<file path="config.mk">
export PLATFORM = sky130hd
export DESIGN_NAME = instruc_stream_router
export DESIGN_NICKNAME = d
export VERILOG_FILES = /design/src/rtl/instruc_stream_router_pkg.sv /design/src/rtl/instruc_out_reg.sv /design/src/rtl/instruc_stream_router.sv
export SDC_FILE = /design/constraint.sdc
export NUM_CORES = 1
export LEC_CHECK = 0
export BUFFER_PORTS_ARGS = -buffer_cell sky130_fd_sc_hd__buf_2
export CORE_MARGIN = 4
export CORE_UTILIZATION = 40
export CTS_BUF_LIST = sky130_fd_sc_hd__clkbuf_4 sky130_fd_sc_hd__clkbuf_8
export DETAILED_ROUTE_END_ITERATION = 8
export GPL_TIMING_DRIVEN = 1
export SLEW_MARGIN = 20
export SYNTH_ARGS = -nofsm -noshare
export SYNTH_HDL_FRONTEND = slang
export SYNTH_HIERARCHICAL = 1
export SYNTH_SLANG_ARGS = --single-unit
</file>
<file path="constraint.sdc">
create_clock -name clk -period 5.3 [get_ports clk]
set_clock_uncertainty 0.1 [all_clocks]
set_input_delay 1.59 -clock clk [delete_from_list [all_inputs] [get_ports clk]]
set_output_delay 1.59 -clock clk [all_outputs]
set_load 0.05 [all_outputs]
</file>
<file path="src/rtl/instruc_stream_router_pkg.sv">
//==============================================================================
// instruc_stream_router_pkg: shared widths, header layout and parser states
// Rev 1.0
//==============================================================================
`default_nettype none

package instruc_stream_router_pkg;

    localparam int WORD_WIDTH    = 32;
    localparam int OPCODE_WIDTH  = 8;
    localparam int BODYLEN_WIDTH = 24;
    localparam int HEADER_WIDTH  = OPCODE_WIDTH + BODYLEN_WIDTH;
    localparam int TOTAL_OPCODES = 13;
    localparam int CNT_WIDTH     = 32;

    typedef enum logic [1:0] {
        IDLE       = 2'd0,
        GET_HEADER = 2'd1,
        GET_BODY   = 2'd2
    } decoder_statetype;

    typedef logic [OPCODE_WIDTH-1:0]  opcodetype;
    typedef logic [BODYLEN_WIDTH-1:0] bodylentype;

    typedef struct packed {
        opcodetype  opcode;
        bodylentype bodylen;
    } instruc_header_t;

endpackage

`default_nettype wire

</file>
<file path="src/rtl/instruc_out_reg.sv">
//==============================================================================
// instruc_out_reg: single-entry valid/ready register with one-hot channel valid
// Rev 1.0
//==============================================================================
`default_nettype none

module instruc_out_reg #(
    parameter int WORD_WIDTH = 32,
    parameter int N_CHANNELS = 13
) (
    input  logic                  clk,
    input  logic                  resetn,
    input  logic                  load_i,
    input  logic [WORD_WIDTH-1:0] data_i,
    input  logic [N_CHANNELS-1:0] chan_i,
    input  logic                  last_i,
    input  logic [N_CHANNELS-1:0] ready_i,
    output logic [WORD_WIDTH-1:0] data_o,
    output logic [N_CHANNELS-1:0] valid_o,
    output logic                  last_o,
    output logic                  release_o
);

    logic [WORD_WIDTH-1:0] data_q;
    logic [N_CHANNELS-1:0] valid_q;
    logic                  last_q;

    // Only the ready of the channel that owns the held word can release it.
    assign release_o = |(valid_q & ready_i);

    always_ff @(posedge clk or negedge resetn) begin
        if (!resetn) begin
            data_q  <= '0;
            valid_q <= '0;
            last_q  <= 1'b0;
        end else if (load_i) begin
            data_q  <= data_i;
            valid_q <= chan_i;
            last_q  <= last_i;
        end else if (release_o) begin
            valid_q <= '0;
            last_q  <= 1'b0;
        end
    end

    assign data_o  = data_q;
    assign valid_o = valid_q;
    assign last_o  = last_q;

endmodule

`default_nettype wire

</file>
<file path="src/rtl/instruc_stream_router.sv">
//==============================================================================
// instruc_stream_router: parses host headers and routes bodies to per-opcode channels
// Rev 1.0
//==============================================================================
`default_nettype none

module instruc_stream_router #(
    parameter int WORD_WIDTH    = instruc_stream_router_pkg::WORD_WIDTH,
    parameter int OPCODE_WIDTH  = instruc_stream_router_pkg::OPCODE_WIDTH,
    parameter int BODYLEN_WIDTH = instruc_stream_router_pkg::BODYLEN_WIDTH,
    parameter int N_CHANNELS    = instruc_stream_router_pkg::TOTAL_OPCODES,
    parameter int CNT_WIDTH     = instruc_stream_router_pkg::CNT_WIDTH
) (
    input  logic                  clk,
    input  logic                  resetn,
    input  logic [WORD_WIDTH-1:0] in_data,
    input  logic                  in_valid,
    output logic                  in_ready,
    output logic [WORD_WIDTH-1:0] out_data,
    output logic [N_CHANNELS-1:0] out_valid,
    input  logic [N_CHANNELS-1:0] out_ready,
    output logic                  out_last,
    output logic                  busy,
    output logic                  err_opcode,
    output logic [CNT_WIDTH-1:0]  hdr_count,
    output logic [CNT_WIDTH-1:0]  err_count
);
    import instruc_stream_router_pkg::*;

    localparam int HEADER_WIDTH = OPCODE_WIDTH + BODYLEN_WIDTH;

    decoder_statetype         state_q, state_d;
    logic [OPCODE_WIDTH-1:0]  opcode_q, opcode_d;
    logic [BODYLEN_WIDTH-1:0] remaining_q, remaining_d;
    logic                     drain_q, drain_d;
    logic                     err_q, err_d;
    logic [CNT_WIDTH-1:0]     hdr_cnt_q, hdr_cnt_d;
    logic [CNT_WIDTH-1:0]     err_cnt_q, err_cnt_d;

    logic [OPCODE_WIDTH-1:0]  hdr_opcode;
    logic [BODYLEN_WIDTH-1:0] hdr_len;
    logic                     hdr_legal;
    logic                     out_full;
    logic                     out_release;
    logic                     accept;
    logic                     load;
    logic                     body_last;
    logic [N_CHANNELS-1:0]    chan_onehot;

    assign hdr_opcode  = in_data[HEADER_WIDTH-1:BODYLEN_WIDTH];
    assign hdr_len     = in_data[BODYLEN_WIDTH-1:0];
    assign hdr_legal   = ({1'b0, hdr_opcode} < (OPCODE_WIDTH+1)'(N_CHANNELS));
    assign body_last   = (remaining_q == BODYLEN_WIDTH'(1));
    assign chan_onehot = N_CHANNELS'(1) << opcode_q;

    // Release uses the held word's own channel, which may belong to the previous instruction.
    assign out_full = |out_valid;
    assign in_ready = resetn & ((state_q != GET_BODY) | drain_q | ~out_full | out_release);
    assign accept   = in_valid & in_ready;

    always_comb begin
        state_d     = state_q;
        opcode_d    = opcode_q;
        remaining_d = remaining_q;
        drain_d     = drain_q;
        err_d       = err_q;
        hdr_cnt_d   = hdr_cnt_q;
        err_cnt_d   = err_cnt_q;
        load        = 1'b0;
        case (state_q)
            IDLE, GET_HEADER: begin
                if (accept) begin
                    hdr_cnt_d   = hdr_cnt_q + CNT_WIDTH'(1);
                    opcode_d    = hdr_opcode;
                    remaining_d = hdr_len;
                    drain_d     = ~hdr_legal;
                    if (!hdr_legal) begin
                        err_d = 1'b1;
                        if (err_cnt_q != '1) begin
                            err_cnt_d = err_cnt_q + CNT_WIDTH'(1);
                        end
                    end
                    state_d = (hdr_len == '0) ? IDLE : GET_BODY;
                end else if (state_q == GET_HEADER) begin
                    state_d = IDLE;
                end
            end
            GET_BODY: begin
                if (accept) begin
                    remaining_d = remaining_q - BODYLEN_WIDTH'(1);
                    load        = ~drain_q;
                    // The final word was accepted with in_valid high: expect a header next.
                    if (body_last) begin
                        state_d = GET_HEADER;
                    end
                end
            end
            default: state_d = IDLE;
        endcase
    end

    always_ff @(posedge clk or negedge resetn) begin
        if (!resetn) begin
            state_q     <= IDLE;
            opcode_q    <= '0;
            remaining_q <= '0;
            drain_q     <= 1'b0;
            err_q       <= 1'b0;
            hdr_cnt_q   <= '0;
            err_cnt_q   <= '0;
        end else begin
            state_q     <= state_d;
            opcode_q    <= opcode_d;
            remaining_q <= remaining_d;
            drain_q     <= drain_d;
            err_q       <= err_d;
            hdr_cnt_q   <= hdr_cnt_d;
            err_cnt_q   <= err_cnt_d;
        end
    end

    instruc_out_reg #(
        .WORD_WIDTH (WORD_WIDTH),
        .N_CHANNELS (N_CHANNELS)
    ) u_out_reg (
        .clk       (clk),
        .resetn    (resetn),
        .load_i    (load),
        .data_i    (in_data),
        .chan_i    (chan_onehot),
        .last_i    (body_last),
        .ready_i   (out_ready),
        .data_o    (out_data),
        .valid_o   (out_valid),
        .last_o    (out_last),
        .release_o (out_release)
    );

    assign busy       = (state_q != IDLE) | out_full;
    assign err_opcode = err_q;
    assign hdr_count  = hdr_cnt_q;
    assign err_count  = err_cnt_q;

endmodule

`default_nettype wire

</file>
; ---- After elaboration in Yosys (flattened, before gate mapping)
; Cells that the tools add are included.
[op_classes]
n_bitwise = 10
shifts = 1
mux = 15
add_sub_neg = 3
n_reduce_logical = 13
eq_ne = 9
order_cmp = 1
[op_table]
columns = op, count
row1 = $add A32 B1 Y32 const B, 2
row2 = $mux W24, 2
row3 = $pmux W24 S2, 1
row4 = $ne A32 B32 Y1 const B, 1
row5 = $mux W13, 2
row6 = $reduce_or A13 Y1, 2
row7 = $eq A24 B1 Y1 const B, 1
row8 = $logic_not A24 Y1, 1
row9 = $sub A24 B1 Y24 const B, 1
row10 = $and A13 B13 Y13, 1
row11 = $shl A1 B8 Y13 const A, 1
row12 = $mux W2, 5
row13 = $reduce_and A3 Y1, 3
row14 = $lt A8 B4 Y1 const B, 1
row15 = $ne A2 B2 Y1 const B, 3
row16 = $reduce_bool A2 Y1, 3
row17 = $mux W1, 4
row18 = $or A1 B1 Y1, 4
row19 = $pmux W2 S2, 1
row20 = $reduce_and A4 Y1, 1
row21 = $ne A3 B3 Y1 const B, 1
row22 = $not A1 Y1, 3
row23 = $and A1 B1 Y1, 2
row24 = $eq A2 B1 Y1 const B, 1
row25 = 5 further kinds, 5
[totals]
elab_cells = 62
ff_bits = 146
input_bits = 48
out_inout_bits = 113

; ---- Longest topological paths before layout
[depth]
word_depth = 9
depth_mapped = 12
depth_no_buf = 8

; ---- Modules after synthesis
; The synthesis kept the hierarchy.
[by_module_without_submodules]
columns = mod, area_each_um2, seq_area_each_um2, cells_each, n_inst
row1 = instruc_stream_router, 5263.8, 2502.4, 573, 1
row2 = instruc_out_reg, 1968.1, 1151.1, 139, 1

; ---- Worst setup path before layout
; No wires, ideal clock.
[synth_path]
path_type = in2out
start = in out_ready[2]
end = out in_ready
t_required_ns = 3.610
path_slack_ns = 0.131
stages = 5
t_arrival_ns = 3.479
path_buffers = 0
path_cell_list = a222oi_1 -> nand3_2 -> or3_2 -> nor3_1 -> a21boi_0
[synth_via]
elab_chain_len = 4
[synth_rtl]
columns = item, line
row1 = "start, declared", instruc_stream_router.sv:21  ; input logic [N_CHANNELS-1:0] out_ready,
row2 = $and A13 B13 Y13, instruc_out_reg.sv:29  ; assign release_o = |(valid_q & ready_i);
row3 = $reduce_or A13 Y1, instruc_out_reg.sv:29
row4 = named net out_release, instruc_stream_router.sv:44  ; logic out_release;
row5 = $or A1 B1 Y1, instruc_stream_router.sv:58  ; assign in_ready = resetn & ((state_q != GET_BODY) | drain_q | ~out_full | out_release);
row6 = $and A1 B1 Y1, instruc_stream_router.sv:58
row7 = "end, declared", instruc_stream_router.sv:18  ; output logic in_ready,
; The timed path passes the listed nets, and every way through them passes these cells.

; ---- Worst setup path after layout
; Ends and elaborated chain as after synthesis.

==> results by stage <==
Placement:
- Counting tap cells, the placed design contains a total of 1077 instances.
- The congestion estimate from routability-driven global placement came to 0.796.
- The detailed-placement wirelength estimate is 13200 um.
- The number of buffer cells added on primary ports is 160.

Floorplanning:
- During I/O placement, the number of pins put on the boundary was roughly 160.
- The number of placement rows is 48.
- The die covers 0.0203 mm^2.
- The area of the placeable core is ~0.018 mm^2.
- Once the floorplan was initialized, standard cells occupied between 40% and 50% of the core.
- Measured along the x axis, the die boundary spans 142 um.
- The die is approximately 140 um tall.

Yosys:
- The area fraction of the dominant cell type after synthesis is approximately half.
- The proportion of synthesized chip area in sequential cells is 50.5%.
- For this run, the leading register cell type out of synthesis is dfrtp_1.
- The commonest cells after synthesis are dfrtp_1 (146), nand2_1 (81), nor2_1 (54).
- Yosys mapped the design onto 65 distinct sky130hd cell types.
- After synthesis the netlist holds a flip-flop and latch count of 146.
- The mean post-synth cell area is 10.2 um^2.
- The number of nets in the synthesized netlist is 764.
- The cell taking the most area after synthesis is dfrtp_1.
- The number of enable flip-flop cells after synthesis is 0.
- The number of instances in the synthesized netlist is between 700 and 800.
- By area the synthesized netlist is led by dfrtp_1 (51%), mux2_2 (5.1%), xnor2_1 (4.2%), nand2_1 (4.2%), nor2_1 (2.8%).
- dfrtp_1 is the most common cell in the netlist.
- The fraction of registers with async set or reset after synthesis is 100%.
- The count of warnings emitted by yosys is 6.
- Summing every instance area after synthesis gives 0.00723 mm^2.

Timing:
- The number of hold-slack violations in the final timing report is 0.
- Measured against its own limit, the worst slew margin works out to just under 30%.
- The total negative slack is 0 ns.
- Setup violations remaining at the end of the flow were counted as 0.
- The achievable clock frequency is 0.203 GHz.
- The max-slew violation total from the final report is 0.
- For the pin with the worst max-slew slack, the measured transition is 1.06 ns.
- The portion of the clock cycle consumed by the worst path in the final layout is 92.9%.
- Setup repair after global routing left no endpoint under its margin.
- The worst path needs approximately 5 ns of the cycle, external delays included.

Critical path:
- In this run the worst path has a maximum fanout of 2.
- The type of element launching the critical path is an input pin.
- For the worst setup path, the data arrival time is 3.24 ns.
- The endpoint required time on the critical path is between 3 and 4 ns.
- In this run the register-to-register setup slack is approximately 2.1 ns.
- The worst setup path is captured at an output pin.
- The setup path with the least slack is of type input pin to output pin.
- The launch instance of the worst register-to-register path is u_out_reg/valid_o[2].
- The source of the critical timing path is out_ready[2].

Final layout:
- The area growth from synthesis to layout is 20.8%.
- The antenna diode count is 0.
- The share of cells above drive strength 1 is between 20 and 30%.
- The number of inserted filler cells in the final layout is ~1.7k.
- The total number of nets in the final design is 923.
- After the flow finishes, the layout carries non-filler instances totaling 1109.

Pwr:
- The maximum VDD drop is about 0.36 mV.
- The leakage power is 4.12 nW.
- The power density of the placed cells is 487 mW/mm^2.

Global routing:
- The all-layer global routing usage is between 10% and 20%.
- The sum of overflow across all layers after global routing is 0.
- The number of global-route vias before repair was between 5k and 6k.
- Entering global routing, the biggest net connects 61 pins.
- The global-route wire length before repair is 30800 um.
- The initial antenna violation count is 0.

Drt:
- The final layout contains routed wiring with a total length of 18500 um.
- The number of search-and-repair iterations in the first detailed-routing pass is 4.
- Using the TritonRoute via totals, the vias-per-cell ratio works out to 5.39.
- The number of DRC violations after detailed-routing iteration 0 is 298.
- After detailed routing, the average wire length per cell comes to 16.7 um.
- Once detail routing completed, the nets flagged for antenna violations numbered 0.
- The via count is 5978.
- The DRC violations left is 0.

Clocking:
- The number of buffers on the longest clock path is 2.
- The clock root buffer is clkbuf_8.
- The post-cts repair resize count is 0.
- In this run, CTS created clock tree buffers numbering 17.
- After clock tree synthesis, the clock-pin slew on the worst setup and hold paths is 0.07 ns.
- The number of levels the H-tree was split into is 4.
- Buffers added to address setup during post-CTS repair amount to 0.
- The number of sinks handled by clock tree synthesis is 146.
- TritonCTS built the clock tree.
- The clock latency on the worst-skew pair is 0.45 ns.
- The number of hold buffers added after CTS was 0.

Outcome:
- The flow ran to the end, and the final reports show no timing, DRC or antenna violations.

Hold path:
- The launch point of the worst hold path is hdr_count[31].
- The worst min-delay path class is flip-flop to flip-flop.

Job:
- The number of max-cap violations is 0.
worst max-delay path, stage by stage:
cell	delay, ns
buf_2	0.09
a222oi_1	0.34
nand3_2	0.11
or3_2	0.53
nor3_1	0.23
a21boi_0	0.11
buf_2	0.23
layout by cell type (no fill, tap or decap), types with 3 or more instances in the layout:
cell       netlist  layout
o21ai_0         16      16
buf_4            0       9
and2_1           6       6
o41ai_2         10      10
a31oi_1          5       5
inv_1           13      13
and4_1           4       4
nand3b_1         4       4
clkbuf_8         0      22
xor2_1          23      23
nand2b_1        18      18
or3_1           11      11
or2_2            3       3
nor3_1          29      28
a21oi_1         31      31
o21ai_1          5       5
o22ai_1          6       6
buf_2            2     159
nand3_1         28      28
a22oi_1          6       6
nand2_1         81      81
bufinv_16        0       3
o41ai_1          4       4
dfrtp_1        146     146
nand4_1         22      22
nor4_2           4       4
ha_1             4       4
mux2_2          33      33
o211ai_1         5       5
xnor2_1         35      35
and3_1          10      10
nor2_1          54      53
nor3b_1          5       5
nor4_1          23      23
logic make-up after synthesis:
logic type      share of synthesized area (%)
compound gates                           11.1
mux                                      5.28
flops                                    50.5
simple gates                             23.0
fa+ha+maj                               0.692
xor+xnor                                 7.02
buf+inv                                  2.42
per-stage QoR:
stage	utilization (%)	hold WS, ns	power (W)	instance area [um^2]	setup slack, ns
global route	49.8	0.398	0.00450	8730	0.262
floorplan	-	0.358	0.00287	7230	0.131
detailed placement	47.3	0.362	0.00332	8290	0.388
CTS	49.8	0.372	0.00430	8730	0.381
global placement	47.3	0.355	0.00330	8290	0.369
finish	49.8	0.363	0.00425	8730	0.375
layout make-up:
cell class | count | area (um^2) | share of cell area, %
Inverter | 14 | 52.6 | 0.602
Tap cell | 225 | 282 | 3.22
Clock inverter | 8 | 124 | 1.42
Multi-Input combinational cell | 522 | 3410 | 39.0
Timing Repair Buffer | 170 | 895 | 10.2
Sequential cell | 146 | 3650 | 41.8
Clock buffer | 24 | 318 | 3.64
where the power goes:
| group | total, W | switching, W | internal [W] |
|---|---|---|---|
| registers | 0.00163 | 0.000243 | 0.00139 |
| clock network | 0.000958 | 0.000419 | 0.000539 |
| logic | 0.00166 | 0.00117 | 0.000493 |
metal layers:
layer	share of wire [%]	wire length, um	track usage, %
met5	0	0	0
met2	44	8170	28.3
met1	49	9100	27.3
met4	0.82	152	4.45
met3	6.0	1110	4.91
worst paths after layout:
| check | cells after the start | end |
|---|---|---|
| setup / recovery | 7 | in_ready |
| hold / removal | 1 | hdr_count[31] |
| setup reg to reg | 10 | u_out_reg/valid_o[2] |
| hold reg to reg | 1 | hdr_count[31] |
| max in group asynchronous | 3 | opcode_q[1] |
| min in group asynchronous | 2 | u_out_reg/valid_o[12] |
flip-flops by register name (all words and copies together) (netlist names):
register / cells
hdr_count: 32
u_out_reg/data_o: 32
state_q: 2
u_out_reg/valid_o: 13
err_opcode: 1
remaining_q: 24
drain_q: 1
opcode_q: 8
u_out_reg/last_o: 1
err_count: 32
(Power assumes the default switching activity.)
